--- src/rtl/nes_pkg.sv ---
// Shared NES pad definitions: FSM states and button bit positions.
// Used by the device-side emulator and the host-side reader.
package nes_pkg;

  typedef enum logic [1:0] {
    IDLE  = 2'd0,
    LATCH = 2'd1,
    SHIFT = 2'd2,
    DONE  = 2'd3
  } nes_state_t;

  localparam int unsigned NES_NUM_BUTTONS = 8;

  localparam int unsigned BTN_A      = 0;
  localparam int unsigned BTN_B      = 1;
  localparam int unsigned BTN_SELECT = 2;
  localparam int unsigned BTN_START  = 3;
  localparam int unsigned BTN_UP     = 4;
  localparam int unsigned BTN_DOWN   = 5;
  localparam int unsigned BTN_LEFT   = 6;
  localparam int unsigned BTN_RIGHT  = 7;

  // Wire level is active-low; the reader inverts back to 1=pressed.
  function automatic logic [NES_NUM_BUTTONS-1:0] nes_wire_to_buttons(
    input logic [NES_NUM_BUTTONS-1:0] wire_bits
  );
    return ~wire_bits;
  endfunction

endpackage

--- src/rtl/nes_sync_edge.sv ---
// Multi-flop synchronizer for an async host line.
// Emits an aligned level plus registered rise/fall pulses.
module nes_sync_edge #(
  parameter int unsigned SYNC_STAGES = 2
) (
  input  logic clk,
  input  logic rst_n,
  input  logic din,
  output logic level,
  output logic rise,
  output logic fall
);

  logic [SYNC_STAGES-1:0] sync_q, sync_d;
  logic lvl_q, lvl_d;
  logic rise_q, rise_d;
  logic fall_q, fall_d;
  logic sync_out;

  assign sync_out = sync_q[SYNC_STAGES-1];

  always_comb begin
    sync_d = {sync_q[SYNC_STAGES-2:0], din};
    lvl_d  = sync_out;
    rise_d = sync_out & ~lvl_q;
    fall_d = ~sync_out & lvl_q;
  end

  always_ff @(posedge clk) begin
    if (!rst_n) begin
      sync_q <= '0;
      lvl_q  <= 1'b0;
      rise_q <= 1'b0;
      fall_q <= 1'b0;
    end else begin
      sync_q <= sync_d;
      lvl_q  <= lvl_d;
      rise_q <= rise_d;
      fall_q <= fall_d;
    end
  end

  assign level = lvl_q;
  assign rise  = rise_q;
  assign fall  = fall_q;

endmodule

--- src/rtl/nes_controller_emulator.sv ---
// Device-side NES pad: latches buttons on host latch and
// shifts them out active-low on each host clock rising edge.
module nes_controller_emulator
  import nes_pkg::*;
#(
  parameter int unsigned SYNC_STAGES    = 2,
  parameter int unsigned TIMEOUT_CYCLES = 200000
) (
  input  logic       clk_10MHz,
  input  logic       reset,
  input  logic       NESLatch,
  input  logic       NESClk,
  input  logic [7:0] buttons,
  output logic       NESdata,
  output logic [3:0] bitCount,
  output logic       frameDone,
  output logic [1:0] stateWire
);

  localparam int unsigned TW = $clog2(TIMEOUT_CYCLES + 1);
  localparam logic [TW-1:0] TO_MAX  = TW'(TIMEOUT_CYCLES);
  localparam logic [TW-1:0] TO_LAST = TW'(TIMEOUT_CYCLES - 1);

  logic latch_lvl, latch_rise, latch_fall;
  logic clk_rise, clk_fall, clk_lvl_unused;

  nes_sync_edge #(.SYNC_STAGES(SYNC_STAGES)) u_latch_sync (
    .clk   (clk_10MHz),
    .rst_n (reset),
    .din   (NESLatch),
    .level (latch_lvl),
    .rise  (latch_rise),
    .fall  (latch_fall)
  );

  nes_sync_edge #(.SYNC_STAGES(SYNC_STAGES)) u_clk_sync (
    .clk   (clk_10MHz),
    .rst_n (reset),
    .din   (NESClk),
    .level (clk_lvl_unused),
    .rise  (clk_rise),
    .fall  (clk_fall)
  );

  nes_state_t state_q, state_d;
  logic [7:0] shreg_q, shreg_d;
  logic [3:0] bit_q, bit_d;
  logic       done_q, done_d;
  logic [TW-1:0] tmr_q, tmr_d;

  logic active, any_edge, timeout;

  always_comb begin
    state_d  = state_q;
    shreg_d  = shreg_q;
    bit_d    = bit_q;
    done_d   = 1'b0;
    tmr_d    = '0;
    active   = (state_q == SHIFT) || (state_q == DONE);
    any_edge = latch_rise | latch_fall | clk_rise | clk_fall;
    timeout  = active && !any_edge && (tmr_q == TO_LAST);

    if (active && !any_edge) begin
      tmr_d = (tmr_q == TO_MAX) ? tmr_q : tmr_q + 1'b1;
    end

    // Latch level has priority over everything, including a same-cycle shift.
    if (latch_lvl) begin
      state_d = LATCH;
      shreg_d = ~buttons;
      bit_d   = '0;
    end else begin
      unique case (state_q)
        IDLE: begin
        end
        LATCH: begin
          state_d = SHIFT;
        end
        SHIFT: begin
          if (timeout) begin
            state_d = IDLE;
            shreg_d = 8'hFF;
            bit_d   = '0;
          end else if (clk_rise) begin
            shreg_d = {1'b1, shreg_q[7:1]};
            bit_d   = bit_q + 4'd1;
            if (bit_q == 4'd7) begin
              done_d  = 1'b1;
              state_d = DONE;
            end
          end
        end
        DONE: begin
          if (timeout) begin
            state_d = IDLE;
            shreg_d = 8'hFF;
            bit_d   = '0;
          end
        end
        default: begin
          state_d = IDLE;
        end
      endcase
    end
  end

  always_ff @(posedge clk_10MHz) begin
    if (!reset) begin
      state_q <= IDLE;
      shreg_q <= 8'hFF;
      bit_q   <= '0;
      done_q  <= 1'b0;
      tmr_q   <= '0;
    end else begin
      state_q <= state_d;
      shreg_q <= shreg_d;
      bit_q   <= bit_d;
      done_q  <= done_d;
      tmr_q   <= tmr_d;
    end
  end

  assign NESdata   = shreg_q[0] | (bit_q == 4'd8);
  assign bitCount  = bit_q;
  assign frameDone = done_q;
  assign stateWire = state_q;

endmodule

--- config.mk ---
export PLATFORM = sky130hd
export DESIGN_NAME = nes_controller_emulator
export DESIGN_NICKNAME = d
export VERILOG_FILES = /design/src/rtl/nes_pkg.sv /design/src/rtl/nes_sync_edge.sv /design/src/rtl/nes_controller_emulator.sv
export SDC_FILE = /design/constraint.sdc
export NUM_CORES = 1
export LEC_CHECK = 0
export BUFFER_PORTS_ARGS = -buffer_cell sky130_fd_sc_hd__buf_2
export CORE_AREA = 2 2 56 98
export CTS_CLUSTER_DIAMETER = 100
export DETAILED_ROUTE_END_ITERATION = 10
export DIE_AREA = 0 0 58 100
export GPL_TIMING_DRIVEN = 0
export PLACE_DENSITY = 0.68
export SYNTH_ARGS = -nofsm -noshare
export SYNTH_HDL_FRONTEND = slang
export SYNTH_SLANG_ARGS = --single-unit
--- constraint.sdc ---
create_clock -name clk_10MHz -period 3.3 [get_ports clk_10MHz]
set_input_delay 0.825 -clock clk_10MHz [delete_from_list [all_inputs] [get_ports clk_10MHz]]
set_output_delay 0.825 -clock clk_10MHz [all_outputs]
set_load 0.1 [all_outputs]
==> results.cfg <==
[detailed_routing]
first_pass_iters = 4
top_layer = met4
drc = 0
first_iter_violations = 61
vias = 1673
m1WireLength_um = 1600
ant_nets = 0
dr_wl_met2_um = 2450
vias_per_cell = 5.54
wl_per_cell_um = 14.4
wl_um = 4360
met3WireLength_um = 149

[sta]
fmax_ghz = 0.428
finalCriticalPeriod_ns = 2.33
holdWs_ns = 0.404
rsz0062_at_grt = no
fin_tns_setup_ns = 0
tightest_slew_ns = 0.830
final_max_slew_viol_count = 0
fin_ws_ns = 0.966
fin_skew_ns = 0.00709
finalHoldViolCount = 0
slew_headroom_pct = 44.2
min_period_over_period_pct = 70.7
setup_violations = 0

[power]
p_per_area_nw_per_um2 = 469
power_uw = 1060
vdd_drop_max_uv = 358
leakage_uw = 0.000763

[cells_and_area]
layout.nets = 262
multi_input_area_um2 = 1000
mostFrequentLayoutCells = dfxtp_1, buf_2, nand2_1
final_cells = 302
diodes = 0
fillers = 511
syn_to_final_growth_pct = 15.4
drive_above_1_share_pct = 14.2
final_common_cell = dfxtp_1
regArea_um2 = 861

[worst_setup_path]
critPathKind = reg -> reg
cp_max_fo = 10
worstPathRequired_ns = 3.54
cp-start-kind = register
arrival_ns = 2.58
end_kind = register

[logic_synthesis]
async_flop_share_pct = 0
synth_seq_cells = 43
ys_warn_count = 0
synth.top_cells.by_area = dfxtp_1, nand2_1, xnor2_1
synth_largest_area_cell = dfxtp_1
synth_edf_count = 0
syn_nets = 236
syn_inst = 220
synthFlopType = dfxtp_1
ys_types = 42
synth_area_um2 = 1950
ys_seq_area_share_pct = 44.0
synth_top_cell_area_share_pct = 44.0
avgSynthCellArea_um2 = 8.88

[clocking]
clock_sinks = 43
clkTransAtPathRegs_ns = 0.09
cts_post_setup_buffers_inserted = 0
cts_htree_levels = 2
clk_latency_ns = 0.29
cts-resized-gates = 0
cts_inserted_buffers = 5
cts.hold.buffers_added = 0
cts.path.max_buffers = 2
cts-root-buf = clkbuf_8
cts_tree = done

[placement]
gp_congestion = 0.867
dp_hpwl_um = 3320
portBuffers = 19
placed_cells_incl_taps = 294
dp_slack_ns = 1.03

[grt]
grt_pass1_vias = 1654
grt_pass1_wl_um = 7390
grt_max_degree = 15
antenna_found_initial = 0
grt_overflow = 0
grt_use_total_pct = 16.4

[die]
rows = 35
coreArea_um2 = 5080
chipHeight_um = 100
dieArea_um2 = 5800
ios = 20
initial_core_util_pct = 38.5
die_w_um = 58

[worst_hold_path]
min_path_type = reg -> reg

[job]
drv_cap = 0

[run_status]
status = finished clean
[final timing paths]
kind	slack, ns	depth (start not counted)	endpoint	from
worst max-delay path	0.97	6	shreg_q[5]	u_clk_sync.rise
worst min-delay path	0.40	1	u_latch_sync.fall	u_latch_sync.sync_q[1]
worst max register to register	0.97	6	shreg_q[5]	u_clk_sync.rise
worst min register to register	0.40	1	u_latch_sync.fall	u_latch_sync.sync_q[1]
[power breakdown]
group	total (uW)	internal [uW]	switching [uW]	leakage (uW)
registers	530	526	4.09	0.000348
logic	38.8	13.9	24.9	0.000350
clock network	487	302	186	0.0000644
[critical path, stage by stage (launching register included)]
cell,delay [ns]
dfxtp_1,0.30
clkbuf_1,0.23
nor4_1,0.74
nand4_1,0.22
clkbuf_1,0.27
o21ai_0,0.32
a221o_1,0.19
[Yosys cell counts, types with 3 or more instances]
master    count
xnor2_1       7
a221o_1       5
o211ai_1      4
o21ai_0       9
nor2b_1       3
a41oi_1       5
inv_1        12
mux2i_1       3
clkbuf_1      9
ha_1          4
nor4_1        3
and3_1        4
and2_1        9
dfxtp_1      43
nand4_1       7
nor2_1       12
a21oi_1      10
a31o_2        3
nand3_1       9
xor2_1        4
and3b_1       3
nor3_1        9
nand2_1      18
[routing by layer]
layer,track usage (%),up-vias
met5,0,-
met4,9.12,0
met3,3.99,14
met2,30.3,31
met1,15.9,779
li1,-,849
[stage by stage]
stage / util [%] / area, um^2
finish: 44.4 / 2250
global placement: 41.7 / 2120
detailed placement: 41.7 / 2120
CTS: 44.4 / 2250
global route: 44.4 / 2250
floorplan: - / 1950
[state kept, by name (all words and copies together), names as in the netlist, 2 cells and up]
register / count
tmr_q: 18
u_latch_sync.sync_q: 2
u_clk_sync.sync_q: 2
shreg_q: 8
stateWire: 2
bitCount: 4
[area by class of cell]
cell class | count | share of cell area [%]
inverter | 13 | 2.16
clock inverter | 3 | 3.00
sequential | 43 | 38.2
timing repair buffer | 19 | 4.22
tap | 55 | 3.05
buffer | 10 | 2.00
multi-input combinational | 154 | 44.3
clock buffer | 5 | 3.05
[logic make-up after synthesis]
group	synth area share, %
buffers and inverters	4.80
DFF	44.0
muxes	1.54
adders and majority gates	2.56
AOI/OAI and AO/OA	15.3
and+or+nand+nor	26.8
xor gates and xnor gates	4.93
Note: power is estimated with default switching activity, not from simulation.
